<file path="config.mk">
export PLATFORM = sky130hd
export DESIGN_NAME = layer_sequencer
export DESIGN_NICKNAME = d
export VERILOG_FILES = /design/src/rtl/layer_sequencer.sv
export SDC_FILE = /design/constraint.sdc
export NUM_CORES = 1
export LEC_CHECK = 0
export CAP_MARGIN = 20
export CORE_MARGIN = 1
export CORE_UTILIZATION = 39
export CTS_CLUSTER_SIZE = 14
export DETAILED_ROUTE_END_ITERATION = 8
export GPL_TIMING_DRIVEN = 1
export PLACE_DENSITY = 0.76
export REMOVE_ABC_BUFFERS = 1
export SETUP_SLACK_MARGIN = 0.5
export SYNTH_ARGS = -nofsm -noshare
export SYNTH_HDL_FRONTEND = slang
export SYNTH_SLANG_ARGS = --single-unit
export TNS_END_PERCENT = 50
</file>
<file path="constraint.sdc">
create_clock -name clk -period 1.45 [get_ports clk]
set_input_delay 0.435 -clock clk [delete_from_list [all_inputs] [get_ports clk]]
set_output_delay 0.435 -clock clk [all_outputs]
set_load 0.005 [all_outputs]
</file>
<file path="src/rtl/layer_sequencer.sv">
// layer_sequencer
//   Drives the layer-00 convolution pipeline across NUM_GROUPS groups of four
//   filters. For each group it requests a weight/bias load, pulses the pipeline
//   start, then collects BEATS_PER_FRAME packed result beats into the output
//   buffer at linear addresses (group*BEATS_PER_FRAME + beat). The datapath
//   cannot be stalled, so dropped or unexpected beats raise a sticky o_err.
//
// Ports
//   clk, rst          clock, synchronous active-high reset
//   i_start, i_abort  start a pass (IDLE only) / return to IDLE from anywhere
//   o_busy, o_done    not-IDLE level / one-cycle end-of-pass pulse
//   o_err             sticky dropped/unexpected beat flag, cleared by a new pass
//   o_group_idx       current group (weight bank / bias set select)
//   o_wload_req       weight load request level, i_wload_ack completes it
//   o_pipe_start      one-cycle datapath start pulse
//   i_res_vld/_data   result beat from the datapath, {f3,f2,f1,f0}
//   i_obuf_ready      output buffer can take a write this cycle
//   o_wr_en/_addr/_data  registered output buffer write port
module layer_sequencer #(
  parameter int NUM_GROUPS      = 4,
  parameter int BEATS_PER_FRAME = 64,
  parameter int GROUP_W         = (NUM_GROUPS > 1) ? $clog2(NUM_GROUPS) : 1,
  parameter int ADDR_W          = $clog2(NUM_GROUPS * BEATS_PER_FRAME)
) (
  input  logic                clk,
  input  logic                rst,
  input  logic                i_start,
  input  logic                i_abort,
  output logic                o_busy,
  output logic                o_done,
  output logic                o_err,
  output logic [GROUP_W-1:0]  o_group_idx,
  output logic                o_wload_req,
  input  logic                i_wload_ack,
  output logic                o_pipe_start,
  input  logic                i_res_vld,
  input  logic [31:0]         i_res_data,
  input  logic                i_obuf_ready,
  output logic                o_wr_en,
  output logic [ADDR_W-1:0]   o_wr_addr,
  output logic [31:0]         o_wr_data
);

  localparam int BEAT_W = $clog2(BEATS_PER_FRAME);
  localparam logic [BEAT_W-1:0]  LAST_BEAT  = BEAT_W'(BEATS_PER_FRAME - 1);
  localparam logic [GROUP_W-1:0] LAST_GROUP = GROUP_W'(NUM_GROUPS - 1);

  typedef enum logic [1:0] {
    IDLE,
    LOAD_W,
    START,
    RUN
  } state_t;

  state_t              state;
  logic [BEAT_W-1:0]   beat_cnt;
  logic [ADDR_W-1:0]   beat_addr;

  always_comb begin
    beat_addr = ADDR_W'(o_group_idx) * ADDR_W'(BEATS_PER_FRAME) + ADDR_W'(beat_cnt);
  end

  always_ff @(posedge clk) begin
    if (rst) begin
      state        <= IDLE;
      beat_cnt     <= '0;
      o_group_idx  <= '0;
      o_busy       <= 1'b0;
      o_done       <= 1'b0;
      o_err        <= 1'b0;
      o_wload_req  <= 1'b0;
      o_pipe_start <= 1'b0;
      o_wr_en      <= 1'b0;
      o_wr_addr    <= '0;
      o_wr_data    <= '0;
    end else begin
      o_done       <= 1'b0;
      o_pipe_start <= 1'b0;
      o_wr_en      <= 1'b0;

      if (i_abort) begin
        // Any beat in the abort cycle is discarded silently; o_err is kept.
        state       <= IDLE;
        beat_cnt    <= '0;
        o_group_idx <= '0;
        o_busy      <= 1'b0;
        o_wload_req <= 1'b0;
      end else begin
        case (state)
          IDLE: begin
            if (i_start) begin
              state       <= LOAD_W;
              o_busy      <= 1'b1;
              o_wload_req <= 1'b1;
              o_err       <= 1'b0;
              o_group_idx <= '0;
              beat_cnt    <= '0;
            end
            // A stray beat is flagged even when it coincides with a new start.
            if (i_res_vld) o_err <= 1'b1;
          end

          LOAD_W: begin
            if (i_res_vld) o_err <= 1'b1;
            if (i_wload_ack) begin
              state        <= START;
              o_wload_req  <= 1'b0;
              o_pipe_start <= 1'b1;
            end
          end

          START, RUN: begin
            state <= RUN;
            if (i_res_vld) begin
              if (i_obuf_ready) begin
                o_wr_en   <= 1'b1;
                o_wr_addr <= beat_addr;
                o_wr_data <= i_res_data;
              end else begin
                o_err <= 1'b1;
              end
              if (beat_cnt == LAST_BEAT) begin
                beat_cnt <= '0;
                if (o_group_idx == LAST_GROUP) begin
                  state  <= IDLE;
                  o_busy <= 1'b0;
                  o_done <= 1'b1;
                end else begin
                  o_group_idx <= o_group_idx + 1'b1;
                  state       <= LOAD_W;
                  o_wload_req <= 1'b1;
                end
              end else begin
                beat_cnt <= beat_cnt + 1'b1;
              end
            end
          end

          default: state <= IDLE;
        endcase
      end
    end
  end

endmodule

</file>
==> results of run 1 <==
-- flip-flops by register name, indices dropped and copies added (netlist names) --
| signal | count |
|---|---|
| o_wr_data | 32 |
| o_wr_addr | 8 |
| beat_cnt | 6 |
| o_group_idx | 2 |
| state | 2 |
| o_busy | 1 |
| o_done | 1 |
| o_err | 1 |
| o_pipe_start | 1 |
| o_wload_req | 1 |
| o_wr_en | 1 |
-- report_power, final --
part	switching [uW]	leakage [uW]	total [uW]	internal, uW
sequential	8.51	0.000479	1540	1530
combinational	142	0.00133	289	147
clock	541	0.0000642	1220	681
-- Yosys cell counts, types with 2 or more instances --
| library cell | number |
|---|---|
| a211oi_1 | 2 |
| a21oi_1 | 50 |
| buf_2 | 12 |
| buf_4 | 2 |
| clkbuf_1 | 9 |
| dfxtp_1 | 56 |
| ha_1 | 2 |
| inv_1 | 3 |
| nand2_1 | 83 |
| nand2b_1 | 2 |
| nand3_1 | 7 |
| nand3b_1 | 2 |
| nand4_1 | 3 |
| nand4b_1 | 2 |
| nor2_1 | 3 |
| nor3_1 | 4 |
| o2111ai_1 | 2 |
| o21ai_0 | 5 |
| o311a_1 | 2 |
| or3_1 | 2 |
-- cells in the final DEF, fill, tap and decap left out, types with 3 or more instances in the layout --
cell type	instances
a21oi_2	44
nand2_4	47
buf_12	4
buf_6	40
clkbuf_16	5
clkbuf_8	5
o21ai_0	3
nand2_1	30
a21oi_1	6
dfxtp_1	5
nor3_2	3
nand4_1	3
buf_16	4
clkdlybuf4s50_1	33
buf_4	21
dfxtp_2	45
nand3_2	6
nand2_2	7
dfxtp_4	6
buf_2	24
-- layout make-up --
| cell class | count | area (sq um) |
|---|---|---|
| clock buffers | 5 | 68.8 |
| clock inverters | 2 | 60.1 |
| multi-input cells | 188 | 1600 |
| inverters | 3 | 13.8 |
| flip-flops and latches | 56 | 1200 |
| repair buffers | 136 | 1420 |
| fillers | 214 | 820 |
| well taps | 70 | 87.6 |
-- repair_timing --
item / in CTS / in global routing
gates resized for setup: 284 / 202
pin swaps: 9 / 83
endpoints found under the hold margin: 0 / 0
buffers inserted: 13 / 6
setup endpoints to repair: 104 / 104
cloned: 5 / 6
-- per-layer routing --
metal	track usage	up-vias
met5	0	-
met1	0.287	1338
met3	0.0512	59
met2	0.404	239
met4	0.108	0
li1	-	1163
-- cell families (layout without fill, tap and decap cells) --
| logic type | count (synthesis) | count (layout) | share of synthesized area |
|---|---|---|---|
| and+or+nand+nor | 116 | 117 | 0.235 |
| adders and majority gates | 2 | 2 | 0.0114 |
| AOI/OAI and AO/OA | 69 | 69 | 0.179 |
| buffers and inverters | 28 | 146 | 0.0622 |
| DFF | 56 | 56 | 0.512 |
-- metrics by stage --
stage           util  worst slack (ns)  hold slack (ns)
3_3_place_gp   0.604            -0.435            0.441
5_1_grt        0.844           -0.0350            0.484
3_5_place_dp   0.604            -0.464            0.446
6_report       0.844          -0.00783            0.469
2_1_floorplan      -            -0.400            0.447
4_1_cts        0.671            0.0856            0.455
-- worst max-delay path by stage --
stage | from | endpoint | slack [ns] | depth (start not counted)
2_1_floorplan | state[1] | o_wr_addr[0] | -0.40 | 3
3_3_place_gp | i_start | o_group_idx[1] | -0.43 | 4
3_5_place_dp | i_start | o_group_idx[1] | -0.46 | 4
4_1_cts | o_group_idx[0] | o_group_idx[0] | 0.09 | 1
5_1_grt | o_group_idx[1] | o_group_idx[1] | -0.03 | 5
6_report | o_group_idx[1] | o_group_idx[1] | -0.008 | 5
-- worst max-delay path, cell delays in order, from the launching register on --
cell and delay (ns):
dfxtp_2 0.34, buf_4 0.15, ha_4 0.16, nand3b_1 0.18, o311a_1 0.35, o21a_1 0.18
==> summary.md, run 1 <==
| Metric | Value |
|---|---|
| Startpoint types | `register` |
| Cell taking the most area after synthesis | `dfxtp_1` |
| Hold Crit Depth | `2` |
| Synth warnings | `0` |
| Skew-Pair Late Insertion Delay | `0.32 ns` |
| Gp weighted congestion | `0.803` |
| Core ar. | `5270 sq um` |
| Worst-margin pin slew | `0.440 ns` |
| Power Density | `686 nW/um^2` |
| Synth Cell Area | `2190 sq um` |
| DR WL/cell | `24.3 microns` |
| Hold endpoint | `o_wr_addr[7]` |
| Starting density of the core | `0.416` |
| CTS tree | `done` |
| R2r endpoint | `o_group_idx[1]` |
| Clock Tree Buf Depth | `2` |
| Clk_skew | `0.00851 ns` |
| Highest Clock Rate | `0.686 GHz` |
| Largest net degree at the start of global routing | `26` |
| Router iterations before antenna repair | `5` |
| VDD IR max | `0.918 mV` |
| Met1 WL | `4250 microns` |
| I/O pins | `87` |
| Final setup margin | `-0.00783 ns` |
| Final wirelength | `11200 microns` |
| Crit path capture type | `register` |
| Vias | `2799` |
| Hold Crit Class | `register to register` |
| Final instance area | `4450 sq um` |
| Initial drt markers | `217` |
| ANT nets after route | `0` |
| Post-Layout Cell Count | `460` |
| Asr flop ratio synth | `0` |
| Worst reg-to-reg path cell count | `5` |
| CP required | `1.66 ns` |
| Dominant cells by area after synthesis | `dfxtp_1 51%, nand2_1 14%, a21oi_1 11%, buf_2 2.7%, nand3_1 1.6%` |
| Area delta synth->final | `103%` |
| HP Start | `o_wr_addr[7]` |
| DP Area | `3180 sq um` |
| Seq/Total Area, Yosys | `0.512` |
| Placed Cells | `423` |
| P_leak | `0.00188 uW` |
| CTS sink count | `56` |
| R2R Setup Slk | `-0.008 ns` |
| Final setup fails | `1` |
| Arr. time, crit path | `1.66 ns` |
| Crit path time final | `1.46 ns` |
| Main synth FF type | `dfxtp_1` |
| Mean post-synth cell area | `8.08 sq um` |
| Post-CTS Hold Buffers | `0` |
| Clk slew on worst S/H paths | `0.09 ns` |
| DRC viols | `0` |
| First-pass GRT wire length | `11300 microns` |
| Vias in the first global route | `2371` |
| CTS Buf Count | `5` |
| Slew headroom | `0.707` |
| Setup TNS | `-0.00783 ns` |
| Top Layer Used | `met4` |
| Ant diodes | `0` |
| Fin. max-slew vios | `0` |
| Post-layout nets | `431` |
| RSZ-0062 raised after global routing | `yes` |
| Synth cell types | `38` |
| Outcome | `finished with violations` |
| Fraction of layout cells with a size suffix above 1 | `0.721` |
| Crit Path Class | `register to register` |
| Final Hold Vio Count | `0` |
| Die Height | `77.0 microns` |
| Die area | `5920 sq um` |
| Grt total ovfl | `0` |
| Crit Path Max Fanout | `3` |
| Vias per inst | `6.08` |
| Crit Reg-Reg Startpoint | `o_group_idx[1]` |
| Failing checks | `negative setup slack` |
| DP HPWL | `3920 microns` |
| Root Driver | `clkbuf_8` |
| Yosys reg bits | `56` |
| WL met2 | `5300 microns` |
| Post-Synthesis Cells | `271` |
| Total Routing Usage GR | `0.239` |
| Port bufs | `86` |
| Row cnt | `26` |
| Number of synthesized flops with an enable pin | `0` |
| H-tree levels | `2` |
| DR WL met3 | `960 microns` |
| Total power | `3050 uW` |
| Die Wd | `77.0 microns` |
| Top-area cell type share of the netlist area | `0.512` |
| Antenna violations before repair | `0` |
| Max-cap violations | `0` |
| Fin crit share | `1.01` |
Note: power is estimated with default switching activity, not from simulation.
==> inputs of run 2 (changes only) <==
CORE_UTILIZATION = 46   (was 39)
PLACE_DENSITY = 0.84   (was 0.76)
SETUP_SLACK_MARGIN = 0.4   (was 0.5)
clock period = 1.8 ns   (was 1.45 ns; I/O delays follow)
==> summary.md, run 2 (same netlist as run 1, synthesis figures left out) <==
| Metric | Value |
|---|---|
| Setup slack at placement | `-0.225 ns` |
| VDD IR max | `0.680 mV` |
| Final wirelength | `6200 microns` |
| Failing checks | `design-rule violations` |
| CTS tree | `done` |
| Power Density | `591 nW/um^2` |
| Port bufs | `86` |
| CP required | `2.00 ns` |
| Final instance area | `3490 sq um` |
| Area of the multi-input gates | `988 sq um` |
| ANT nets after route | `0` |
| Clock Tree Buf Depth | `2` |
| Grt total ovfl | `0` |
| Most common cell after layout, fill and taps aside | `nand2_1` |
| Fraction of layout cells with a size suffix above 1 | `0.252` |
| Max-cap violations | `0` |
| Antenna violations before repair | `0` |
| Core ar. | `4470 sq um` |
| Final setup margin | `0.392 ns` |
| Die Height | `71.0 microns` |
| Area delta synth->final | `59.3%` |
| Vias | `2249` |
| Slew headroom | `0.795` |
| RSZ-0062 raised after global routing | `yes` |
| Worst-margin pin slew | `0.308 ns` |
| Storage cell area | `1190 sq um` |
| Crit path capture type | `register` |
| P_leak | `0.00126 uW` |
| Starting density of the core | `0.490` |
| Post-CTS Hold Buffers | `0` |
| DP HPWL | `3630 microns` |
| Fin crit share | `0.782` |
| Post-layout nets | `405` |
| Outcome | `finished with violations` |
| DRC viols | `7` |
| Arr. time, crit path | `1.60 ns` |
| Crit Path Class | `register to register` |
| Clk slew on worst S/H paths | `0.09 ns` |
| Hold Crit Class | `register to register` |
| Most frequent cells in the layout | `82 x nand2_1, 49 x a21oi_1, 43 x dfxtp_2, 43 x clkdlybuf4s15_1, 33 x clkdlybuf4s50_1` |
| Vias in the first global route | `1970` |
| Vias per inst | `5.39` |
| Skew-Pair Late Insertion Delay | `0.30 ns` |
| Largest register FFs | `32` |
| H-tree levels | `2` |
| First-pass GRT wire length | `8670 microns` |
| Die Wd | `71.0 microns` |
| Crit path time final | `1.41 ns` |
| R2R Setup Slk | `0.39 ns` |
| Layout fillers | `311` |
| Startpoint types | `register` |
| Initial drt markers | `98` |
| Top Registers | `o_wr_data x32, o_wr_addr x8, beat_cnt x6` |
| Die area | `5040 sq um` |
| WHS | `0.454 ns` |
| Final setup fails | `0` |
| Top reg by flops | `o_wr_data` |
| Finished Core Util | `0.780` |
| Row cnt | `24` |
| Gp weighted congestion | `0.829` |
| Router iterations before antenna repair | `8` |
| I/O pins | `87` |
| Fin. max-slew vios | `0` |
| Crit Path Max Fanout | `3` |
| Ant diodes | `0` |
| Final Hold Vio Count | `0` |
| CTS sink count | `56` |
| CTS Buf Count | `5` |
| Total Routing Usage GR | `0.214` |
| DP Area | `3120 sq um` |
| DR WL/cell | `14.9 microns` |
| Root Driver | `clkbuf_8` |
| Largest net degree at the start of global routing | `43` |
| Clk_skew | `0.00491 ns` |
| Highest Clock Rate | `0.710 GHz` |
-- run 2: cell types whose count changed in the layout (fill, tap and decap cells not counted), sizes merged --
cell,change
buf,-72
clkdlybuf4s15,+45
dlymetal6s2s,+3
bufinv,-2
clkbuf,+1
clkinv,+1
nand2,-1
-- run 2: metal layers --
layer	wire length [microns]	track usage
met5	0	0
met4	53	0.0600
met3	421	0.0584
met2	3100	0.364
met1	2630	0.268
-- run 2: stage by stage --
stage	TNS [ns]	power (uW)	cells
2_1_floorplan	-5.09	1310	246
3_3_place_gp	-4.05	1430	398
3_5_place_dp	-5.13	1440	398
4_1_cts	0	2080	409
5_1_grt	0	2140	417
6_report	0	2060	417
-- run 2: power breakdown --
group / internal [uW] / switching, uW / leakage (uW)
clock: 279 / 381 / 0.0000424
sequential: 1240 / 5.31 / 0.000477
combinational: 99.5 / 60.6 / 0.000739
-- run 2: cell type report --
type,count,share of cell area
timing repair buffer,111,0.330
sequential,56,0.341
clock buffer,7,0.0219
inverter,3,0.00323
tap,52,0.0186
multi-input combinational,187,0.283
clock inverter,1,0.00251
-- run 2: path summary, 6_finish.rpt --
path / to / cells past startpoint / from
max reg2reg: o_group_idx[1] / 5 / o_group_idx[0]
min reg2reg: o_wr_data[19] / 2 / o_wr_data[19]
min: o_wr_data[19] / 2 / o_wr_data[19]
max: o_group_idx[1] / 5 / o_group_idx[0]
-- run 2: worst max-delay path, cell delays in order, from the launching register on --
cell and delay (ns):
dfxtp_4 0.36, buf_6 0.12, ha_4 0.15, nand3b_1 0.18, o311a_1 0.33, o21a_1 0.17
-- run 2: repair_timing --
action	CTS	global route
cloned	0	4
pin swaps	2	6
buffers inserted	3	4
gates resized for setup	150	25
setup endpoints to repair	101	86
